===== src/rtl/stopwatch_ctrl.sv =====
// Stopwatch/timer sequencing FSM: turns debounced button edges and the datapath
// terminal-count flag into load/count enables, mux selects and status outputs.
module stopwatch_ctrl #(
    parameter int TICK_DIV = 100000,
    parameter int CNT_W    = 17
) (
    input  logic       clk,
    input  logic       reset,
    input  logic       btn_start,
    input  logic       btn_load,
    input  logic       btn_clear,
    input  logic       mode_down,
    input  logic       tcLimitReached,
    output logic       init_ld_en,
    output logic       count_en,
    output logic [1:0] ctrSelect,
    output logic       tcSelect,
    output logic       anReset,
    output logic       running,
    output logic       done,
    output logic [2:0] state_dbg
);
    localparam logic [2:0] ST_CLR  = 3'b000;
    localparam logic [2:0] ST_LD   = 3'b001;
    localparam logic [2:0] ST_PRE  = 3'b010;
    localparam logic [2:0] ST_STOP = 3'b011;
    localparam logic [2:0] ST_RUN  = 3'b100;
    localparam logic [2:0] ST_DONE = 3'b101;

    logic [2:0]       state, stateNext;
    logic             modeQ, startQ, loadQ, clearQ, resetQ;
    logic [CNT_W-1:0] tickCnt;
    logic             edgeStart, edgeLoad, edgeClear, tick;

    assign edgeStart = btn_start & ~startQ;
    assign edgeLoad  = btn_load  & ~loadQ;
    assign edgeClear = btn_clear & ~clearQ;
    assign tick      = (tickCnt == CNT_W'(TICK_DIV - 1));

    always_comb begin
        stateNext = state;
        case (state)
            ST_CLR:  stateNext = ST_STOP;
            ST_LD:   stateNext = ST_PRE;
            ST_PRE:  stateNext = ST_STOP;
            ST_STOP: begin
                if (edgeClear)      stateNext = ST_CLR;
                else if (edgeLoad)  stateNext = ST_LD;
                else if (edgeStart) stateNext = ST_RUN;
            end
            ST_RUN: begin
                // terminal count outranks every button
                if (tcLimitReached) stateNext = ST_DONE;
                else if (edgeClear) stateNext = ST_CLR;
                else if (edgeLoad)  stateNext = ST_LD;
                else if (edgeStart) stateNext = ST_STOP;
            end
            ST_DONE: begin
                if (edgeClear)      stateNext = ST_CLR;
                else if (edgeLoad)  stateNext = ST_LD;
                else if (edgeStart) stateNext = ST_PRE;
            end
            default: stateNext = ST_CLR;
        endcase
    end

    always_ff @(posedge clk) begin
        if (reset) begin
            state   <= ST_CLR;
            modeQ   <= 1'b0;
            tickCnt <= '0;
            startQ  <= 1'b0;
            loadQ   <= 1'b0;
            clearQ  <= 1'b0;
        end else begin
            state  <= stateNext;
            startQ <= btn_start;
            loadQ  <= btn_load;
            clearQ <= btn_clear;
            if (state == ST_LD)
                modeQ <= mode_down;
            // counter holds across a pause and restarts from zero on resume
            if (state == ST_RUN)
                tickCnt <= tick ? '0 : tickCnt + 1'b1;
            else if (stateNext == ST_RUN)
                tickCnt <= '0;
        end
    end

    // two-stage so the scanner reset outlasts the system reset by one cycle
    always_ff @(posedge clk) begin
        resetQ  <= reset;
        anReset <= reset | resetQ;
    end

    always_comb begin
        init_ld_en = 1'b0;
        count_en   = 1'b0;
        ctrSelect  = 2'b00;
        tcSelect   = 1'b0;
        running    = 1'b0;
        done       = 1'b0;
        state_dbg  = 3'b000;
        if (!reset) begin
            tcSelect  = modeQ;
            state_dbg = state;
            case (state)
                ST_CLR: begin
                    count_en  = 1'b1;
                    ctrSelect = 2'b11;
                end
                ST_LD:  init_ld_en = 1'b1;
                ST_PRE: begin
                    count_en  = 1'b1;
                    ctrSelect = modeQ ? 2'b00 : 2'b11;
                end
                ST_STOP: ctrSelect = modeQ ? 2'b10 : 2'b01;
                ST_RUN: begin
                    running   = 1'b1;
                    count_en  = tick & ~tcLimitReached;
                    ctrSelect = modeQ ? 2'b10 : 2'b01;
                end
                ST_DONE: begin
                    done      = 1'b1;
                    ctrSelect = modeQ ? 2'b10 : 2'b01;
                end
                default: ;
            endcase
        end
    end
endmodule

===== config.mk =====
export PLATFORM = sky130hd
export DESIGN_NAME = stopwatch_ctrl
export DESIGN_NICKNAME = d
export VERILOG_FILES = /design/src/rtl/stopwatch_ctrl.sv
export SDC_FILE = /design/constraint.sdc
export NUM_CORES = 1
export LEC_CHECK = 0
export ABC_AREA = 0
export BUFFER_PORTS_ARGS = -buffer_cell sky130_fd_sc_hd__buf_2
export CAP_MARGIN = 25
export CORE_MARGIN = 2
export CORE_UTILIZATION = 55
export CTS_BUF_LIST = sky130_fd_sc_hd__clkbuf_16
export DETAILED_ROUTE_END_ITERATION = 8
export PLACE_DENSITY_LB_ADDON = 0.08
export SLEW_MARGIN = 20
export SYNTH_ARGS = -nofsm -noshare
export SYNTH_HDL_FRONTEND = slang
export SYNTH_SLANG_ARGS = --single-unit

===== constraint.sdc =====
create_clock -name clk -period 2.1 [get_ports clk]
set_input_delay 0.105 -clock clk [delete_from_list [all_inputs] [get_ports clk]]
set_output_delay 0.105 -clock clk [all_outputs]
set_load 0.02 [all_outputs]

# Word level (Yosys, flattened, before mapping)
# Index checks and enable logic that the tools add are counted.
totals:
  regBits: 26
  input_bits: 7
  word_cells: 57
op_classes:
  addsub: 1
  eq_ne: 7
  muxes: 28
  n_bitwise: 9
  n_reduce_logical: 4
ops:
  columns: ["op", "count"]
  rows:
  - ["$mux 17", 3]
  - ["$mux 3", 11]
  - ["$add 17x1->17 const B", 1]
  - ["$eq 17x17->1 const B", 1]
  - ["$pmux 3 s5", 1]
  - ["$eq 3x3->1 const B", 3]
  - ["$mux 1", 8]
  - ["$eq 3x2->1 const B", 2]
  - ["$mux 2", 3]
  - ["$pmux 2 s3", 1]
  - ["$and 1x1->1", 4]
  - ["$not 1->1", 4]
  - ["$eq 3x1->1 const B", 1]
  - ["$logic_not 3->1", 1]
  - ["$reduce_or 3->1", 1]
  - ["$pmux 1 s2", 1]
  - ["$reduce_bool 2->1", 1]
  - ["$reduce_or 2->1", 1]
  - ["$or 1x1->1", 1]

# Logic depth before layout (Yosys ltp)
# Gate-level depths: netlist (run 1).
logic_depth:
  word_depth: 10
  mapped_depth: 7
  mapped_depth_nobuf: 5

# Worst setup path before layout (run 1)
# OpenSTA, ideal clock, no wires.
synth_timing:
  path_type: "reg2out"
  startpoint: "register tickCnt[0]"
  endpoint: "output count_en"
  arrival_ns: 1.914
  slack_ns: 0.081
  stages_incl_launch_ff: 8
  n_path_buf: 2
  path_cell_list: "dfxtp_1 ha_1 and4_1 buf_2 nand4_1 buf_2 o31a_1 nor3_1"
synth_via:
  elab_chain_cells: 4
synth_rtl:
  columns: ["item", "line_no", "rtl"]
  rows:
  - ["from (decl)", "32", "logic [CNT_W-1:0] tickCnt;"]
  - ["from (signal assigned)", "84", "tickCnt <= tick ? '0 : tickCnt + 1'b1;"]
  - ["$eq 17x17->1", "38", "assign tick = (tickCnt == CNT_W'(TICK_DIV - 1));"]
  - ["$and 1x1->1", "120", "count_en = tick & ~tcLimitReached;"]
  - ["$pmux 1 s2", "107", "case (state)"]
  - ["$mux 1", "104", "if (!reset) begin"]
  - ["to (decl)", "15", "output logic count_en,"]
# No other way between the ends.

# Final worst setup path (run 1)
# Same ends and word-level chain as after synthesis.

==> impl.org, run 1 <==
** Global routing
- Sum of overflow across all layers after global routing :: 0
- Wire length of the first global-routing pass :: 5670 um
- Maximum number of pins on one net before global-route repair :: 24
- The number of antenna violations at the first check in global routing was 0.
- Global routing used 22.3% of the available tracks.
- Number of global-route vias before repair :: 1279

** Setup path
- Crit. End Element :: primary output
- Kind of start point of the critical path :: flop
- On the worst path, the slowest cell contributes a delay of 0.38 ns.
- The critical path in this run is classified as flop to primary output.
- Critical path peak fanout :: 7
- For the worst setup path, the data arrival time is 1.86 ns.
- Endpoint required time on the critical path :: approximately 2.0 ns
- Cell with the biggest individual delay on the critical path :: sky130_fd_sc_hd__dfxtp_2
- Cell breakdown of the critical path :: ha_2, and4_1, nand4_1, o31a_1, nor3_1, buf_2

** Timing
- Number of endpoints with negative hold slack in the final report :: 0
- The final number of max-transition violations came to 0.
- Worst clock skew :: 0.00431 ns
- Setup repair after global routing left no endpoint under its margin.
- The smallest clock period supported by the final layout is computed as 1.96 ns.
- Setup violations remaining at the end of the flow were counted as 0.
- Worst slew margin relative to its limit :: 71.7%
- Highest clock rate :: 0.509 GHz
- Final hold slack :: 0.0639 ns
- At the pin with the least slew margin, the transition time is 0.424 ns.
- After layout, the worst path uses 93.5% of the clock period.
- Aggregate negative setup slack :: 0 ns

** Power and ir drop
- The completed layout was analyzed and its total power is roughly 1.2 mW.
- Cell internal power was estimated by the tool at 0.925 mW.
- Across the VDD grid, the largest voltage drop is 486 uV.
- Standby leakage power :: 0.654 nW
- Net switching power :: 0.255 mW
- Pwr per Cell Area :: 690 mW/mm2
- Sequential Power Share :: 43.8%
- Of the total power, the clock network draws 47.8%.
- Proportion of power drawn by combinational gates :: 8.4%
- Of the total power, the share spent switching nets is 21.6%.

** CTS
- Clock Root Buffer :: sky130_fd_sc_hd__clkbuf_16
- Clock-pin slew was measured on the worst setup and hold paths at 0.07 ns.
- CTS built an H-tree with a depth of 1.
- CTS tree :: built
- Counting along the longest clock path gives a buffer depth of 2.
- The later pin in the worst-skew pair is clocked with a latency of approximately 0.26 ns.
- Number of buffers inserted by post-CTS setup repair :: 0
- # clock sinks :: 26
- TritonCTS created 3 clock buffers.

** Floorplanning
- Total Die Area :: about 0.0032 mm2
- The floorplan has 19 rows.
- In this run the standard cell core region covers between 0.002 and 0.003 mm2.
- DIE HEIGHT :: 56.5 um
- Ports placed on the boundary :: 18
- Starting Density :: 56.4%
- Horizontal extent of the die :: 56.5 um

** Placement
- At the end of routability-driven placement, the weighted congestion stood at approximately 0.76.
- Detailed Place HPWL :: 2350 um
- Input/output buffers :: 17

** Layout
- In the final layout, the share of cells above drive strength 1 is 20.4%.
- From synthesis to final layout, the design area changed by 12.9%.
- At the end of the flow, the number of nets in the layout was between 150 and 200.
- The number of antenna diodes in the final layout is 0.

** Synthesis
- Summing the areas of all xor and xnor instances in the mapped netlist gives 2.31% of the synthesized area.
- Yosys printed 0 warnings.
- Area fraction in compound gates after synthesis :: ~18%
- In the synthesized netlist, the number of instances is 174.
- Multiplexer fraction of the synthesized cell area :: 1.32%
- After synthesis, the netlist uses 48 different library cells.
- Summing every instance area after synthesis gives 0.00152 mm2.
- Sequential elements use 34.4% of the synthesized area.
- By area, the combinational part of the netlist is dominated by simple AND/OR/NAND/NOR gates.
- Number of synthesized flops with an enable pin :: 0
- Fraction of registers with async set or reset after synthesis :: 0%
- The number of nets handed over by synthesis was roughly 180.
- Main synth FF type :: sky130_fd_sc_hd__dfxtp_1
- Of the total synthesized cell area, the portion taken by AND, OR, NAND and NOR gates is 37.6%.
- Of the total synthesized cell area, the portion taken by full adders, half adders and majority gates is less than 1%.
- Averaged over all synthesized cells, the footprint is 8.71 um2.
- Number of synthesized register bits :: 26

** Run status
- Status :: finished, final reports clean

** Worst hold path
- Worst min-delay path class :: primary input to flop

** Drt
- Via count :: between 1000 and 1500
- The final layout contains routed wiring with a total length of 3370 um.
- Remaining number of nets flagged by the antenna check after routing :: 0
- Count of routing violations after the opening detailed-route iteration :: 39
- In the routed layout, each cell is associated on average with a via count of between 6 and 7.
- For this run, the detailed router's first-pass iteration total came to 4.
- # DRC :: 0
- Wire length per cell :: roughly 16 um

** Job
- Max-cap violations in this run came to 0.
## cell usage after synthesis, drive strengths merged, types with 3 or more instances
master  count  area, um2
clkbuf      5       18.8
o21ai       5       25.0
nor2        7       26.3
and3        5       31.3
a21oi       5       25.0
buf         8       58.8
nand4       8       50.1
inv         3       11.3
and4        6       52.6
nand2b      4       32.5
nand4b      4       35.0
nor2b       9       56.3
nand3b      5       50.1
nand2       6       22.5
nand3      13       65.1
dfxtp      26        521
a31oi      10       62.6
o211ai      4       30.0
nor3        6       30.0
and2        3       21.3
## path summary, 6_finish.rpt
path / start / to / slack, ns / depth (start not counted)
min reg2reg: resetQ / anReset / 0.42 / 1
min: btn_load / loadQ / 0.06 / 2
max reg2reg: state[1] / tickCnt[4] / 0.28 / 4
max: tickCnt[0] / count_en / 0.14 / 6
## kinds of logic after synthesis
family,after synthesis
adder cells (fa/ha/maj),1
flip-flops,26
AND/OR/NAND/NOR,87
multiplexers,2
AO/OA/AOI/OAI,38
XOR/XNOR,4
buffers and inverters,16
## critical path: cells and delay by family (launching register included)
kind / cells / cell delay (ns)
buffers and inverters: 1 / 0.20
AO/OA/AOI/OAI: 1 / 0.27
AND/OR/NAND/NOR: 3 / 0.54
adder cells (fa/ha/maj): 1 / 0.21
flip-flops: 1 / 0.38
## cells in the final DEF, fill, tap and decap left out, types with 5 or more instances in the layout
cell type / netlist / final
sky130_fd_sc_hd__nand2_1: 6 / 6
sky130_fd_sc_hd__dfxtp_1: 26 / 24
sky130_fd_sc_hd__a31oi_1: 10 / 10
sky130_fd_sc_hd__and3_1: 5 / 5
sky130_fd_sc_hd__and4_1: 6 / 6
sky130_fd_sc_hd__nor3_1: 6 / 6
sky130_fd_sc_hd__nand3_1: 13 / 13
sky130_fd_sc_hd__nor2_1: 7 / 7
sky130_fd_sc_hd__nand4_1: 8 / 8
sky130_fd_sc_hd__nor2b_1: 9 / 9
sky130_fd_sc_hd__buf_2: 5 / 17
sky130_fd_sc_hd__o21ai_0: 5 / 5
sky130_fd_sc_hd__a21oi_1: 5 / 5
## repair_timing
item                       in CTS  in global routing
resized for setup               0                  3
hold buffers                    0                  0
setup endpoints to repair       0                  1
## metal layers
metal / part of all wire [%] / routed length (um) / track usage [%] / up-vias
li1: - / - / - / 691
met1: 46 / 1550 / 28.2 / 649
met2: 49 / 1640 / 36.4 / 37
met3: 3.4 / 115 / 3.23 / 7
met4: 1.9 / 63 / 11.6 / 0
met5: 0 / 0 / 0 / -
## power by group through the flow
stage               clock network [mW]  logic, mW  registers, mW
floorplan                            0     0.0854          0.520
global placement                     0     0.0967          0.527
detailed placement                   0     0.0994          0.528
CTS                              0.574     0.0999          0.517
global route                     0.588      0.109          0.518
finish                           0.564     0.0993          0.517
## registers in the layout, summed over array words and instances, names as in the netlist
signal and count:
tickCnt 17, state 3, anReset 1, clearQ 1, loadQ 1, modeQ 1, resetQ 1, startQ 1
## final cells by class
cell class / instances / area (um2)
fill: 234 / 976
multi-input combinational: 132 / 917
sequential: 26 / 523
timing repair buffer: 21 / 115
clock buffer: 3 / 75.1
tap: 31 / 38.8
clock inverter: 1 / 30.0
inverter: 3 / 11.3
## metrics by stage
stage,utilization (%),area [um2],setup slack [ns],cells
after floorplan,-,1520,0.0810,174
after global placement,59.6,1600,0.328,213
after detailed placement,59.6,1600,0.299,213
after CTS,63.5,1710,0.0484,217
after global routing,63.7,1710,0.0264,217
final,63.7,1710,0.137,217
(Power assumes the default switching activity.)
==> inputs of run 2 (changes only) <==
--- a/config.mk
+++ b/config.mk
@@ -8,6 +8,7 @@
 export ABC_AREA = 0
 export BUFFER_PORTS_ARGS = -buffer_cell sky130_fd_sc_hd__buf_2
 export CAP_MARGIN = 25
+export CORE_ASPECT_RATIO = 1.1
 export CORE_MARGIN = 2
 export CORE_UTILIZATION = 55
 export CTS_BUF_LIST = sky130_fd_sc_hd__clkbuf_16
==> run 2 against run 1 <==
Compared with the run above: power shrank 0.97%; sequential power about the same; highest routed layer unchanged; wire length shrank 4.6%; critical path depth did not move; flip-flop and latch count did not move; utilization grew 2.4 points; via count down 0.79%; die area about the same; sequential share of layout area rose by 0.10 points; clock power decreased by 2%; final area shrank 0.80%.
==> impl.org, run 2 (synthesis results as in run 1) <==
** Drt
- The remaining number of nets flagged by the antenna check after routing came to 0 (unchanged).
- The count of routing violations after the opening detailed-route iteration was 28 (-28%).
- The via count was 1373 (-0.79%).
- Wire length per cell :: 14.8 um (-4.6%)
- Final WL :: 3220 um (-4.6%)
- Number of iterations in the first detailed-routing pass :: 4 (unchanged)
- # DRC :: 0 (unchanged)
- Via/cell ratio :: 6.33 (-0.79%)

** Timing
- Share of the clock period used by the worst path after layout :: 91.7% (-1.8 points)
- The remaining max-slew budget at the tightest pin is 73.4% (+1.7 points).
- The final hold violation count came to 0 (unchanged).
- Actual transition at the worst max-transition pin :: 0.398 ns (-0.0256 ns)
- The time the final worst path needs with I/O delays and setup is 1.93 ns (-0.0370 ns).
- Setup repair after global routing left no endpoint under its margin.
- Aggregate negative setup slack :: 0 ns (unchanged)
- Max Slew Vio Count :: 0 (unchanged)
- Worst clock skew :: 0.00734 ns (+0.00303 ns)
- Number of failing setup endpoints in the final timing report :: 0 (unchanged)
- Highest clock rate :: 0.519 GHz (+1.9%)

** CTS
- The H-tree depth is 1 (unchanged).
- The source-to-sink clock delay at the later pin of the worst-skew pair is 0.26 ns (about the same).
- The number of clock sinks is 26 (unchanged).
- The number of cells upsized or downsized after cts was 0 (unchanged).
- The deepest clock path buffer count was 2 (unchanged).
- The tree is rooted in a sky130_fd_sc_hd__clkbuf_16.
- The clock-pin slew on the worst setup and hold paths came to 0.06 ns (about the same).
- CTS tree :: built
- Number of buffers inserted by post-CTS setup repair :: 0 (unchanged)
- Hold buffer count at CTS :: 0 (unchanged)
- The total clock buffers created by CTS was 3 (unchanged).

** Placement
- The number of buffer cells added on primary ports is 17 (unchanged).
- The sum of net half-perimeters after detailed placement is 2290 um (-2.5%).
- Cell area reported after detailed placement :: 0.00159 mm2 (-0.55%)
- Placed Instances :: 213 (unchanged)
- The routability congestion estimate from global placement is 0.804 (+5.7%).

** Layout
- The non-filler instance count after layout is 217 (unchanged).
- Biggest registers after layout :: tickCnt (17), state (3)
- The library cell used most frequently in the layout, excluding fill and tap cells, is sky130_fd_sc_hd__dfxtp_1.
- Design Area, Final :: 0.00170 mm2 (-0.80%)
- Most flop-heavy register :: tickCnt
- Relative to the synthesized area, the layout overhead comes to 12.0%.
- Final net count :: 195 (unchanged)
- Final-layout fill cell count :: 215 (-8.1%)
- ANT cells :: 0 (unchanged)
- The share of layout cells above drive strength 1 is 18.8% (-1.6 points).
- Max FFs per register :: 17 (unchanged)
- The top cell types in the final layout, fill and taps aside, are sky130_fd_sc_hd__dfxtp_1, sky130_fd_sc_hd__buf_2, sky130_fd_sc_hd__nand3_1.
- The core utilization of the finished layout is 66.1% (+2.4 points).

** Global routing
- The number of antenna violations at the first check in global routing is 0 (unchanged).
- The sum of overflow across all layers after global routing is 0 (unchanged).
- Number of global-route vias before repair :: 1267 (-0.94%)
- The overall global routing resource usage came to 23.0% (+0.75 points).
- Wire length of the first global-routing pass :: 5550 um (-2.1%)
- The largest net degree at the start of global routing was 21 (-13%).

** Setup path
- Critical path peak fanout :: 7 (unchanged)
- Kind of start point of the critical path :: flop
- Critical path class :: flop to primary output
- Critical path origin :: tickCnt[0]
- Endpoint required time on the critical path :: 2.00 ns (about the same)
- Reg-to-reg critical path startpoint :: state[1]
- Crit. End Element :: primary output
- The signal arrival time at the worst endpoint is 1.82 ns (-0.04 ns).

** Floorplanning
- The total core area was 0.00257 mm2 (-4.4%).
- The horizontal die dimension was 54.0 um (-4.3%).
- Starting Density :: 59.0% (+2.6 points)
- The number of top-level design ports came to 18 (unchanged).
- The die outline area came to 0.00319 mm2 (about the same).
- DIE HEIGHT :: 59.1 um (+4.5%)
- Site row count :: 19 (unchanged)

** Power and ir drop
- The reported leakage power is 0.654 nW (about the same).
- The power density relative to cell area is 689 mW/mm2 (-0.16%).
- Worst IR drop on VDD :: 630 uV (+30%)
- Final total power :: 1.17 mW (-0.97%)

** Job
- Number of max-cap violations :: 0 (unchanged)

** Worst hold path
- The tightest min-delay check is of the primary input to flop type.
- Origin of the worst min-delay path :: btn_clear

** Run status
- The flow ran to the end, and the final reports show no timing, DRC or antenna violations.
## run 2: layer usage
layer / up-vias / track usage (%) / part of all wire, %
met4: 0 / 9.29 / 1.5
met3: 4 / 1.77 / 4.2
met1: 641 / 28.7 / 44
met2: 39 / 40.2 / 50
li1: 689 / - / -
met5: - / 0 / 0
## run 2: final timing paths
| check | endpoint | slack (ns) | depth (start not counted) |
|---|---|---|---|
| worst max-delay path | count_en | 0.17 | 6 |
| worst min register to register | anReset | 0.42 | 1 |
| worst min-delay path | clearQ | 0.07 | 2 |
| worst max register to register | tickCnt[4] | 0.30 | 4 |
## run 2: where the power goes
part	switching, mW	internal (mW)
clock network	0.176	0.379
logic	0.0553	0.0416
registers	0.0137	0.503
## run 2: worst max-delay path: stages, from the launching register on
cell and delay (ns):
sky130_fd_sc_hd__dfxtp_1 0.42, sky130_fd_sc_hd__ha_1 0.22, sky130_fd_sc_hd__and4_1 0.23, sky130_fd_sc_hd__nand4_1 0.13
sky130_fd_sc_hd__o31a_1 0.26, sky130_fd_sc_hd__nor3_1 0.12, sky130_fd_sc_hd__buf_2 0.19
## run 2: per-stage QoR
stage / hold slack, ns / setup slack, ns
6_report: 0.0703 / 0.174
5_1_grt: 0.0987 / 0.0205
4_1_cts: 0.0743 / 0.165
3_5_place_dp: 0.342 / 0.326
3_3_place_gp: 0.330 / 0.349
2_1_floorplan: 0.133 / 0.0810
## run 2: final cells by class
class / instances / area, um2 / share of cell area, %
sequential: 26 / 520 / 30.7
clock inverter: 1 / 30.0 / 1.77
timing repair buffer: 21 / 115 / 6.78
clock buffer: 3 / 75.1 / 4.42
tap: 31 / 38.8 / 2.29
inverter: 3 / 11.3 / 0.664
multi-input combinational: 132 / 906 / 53.4
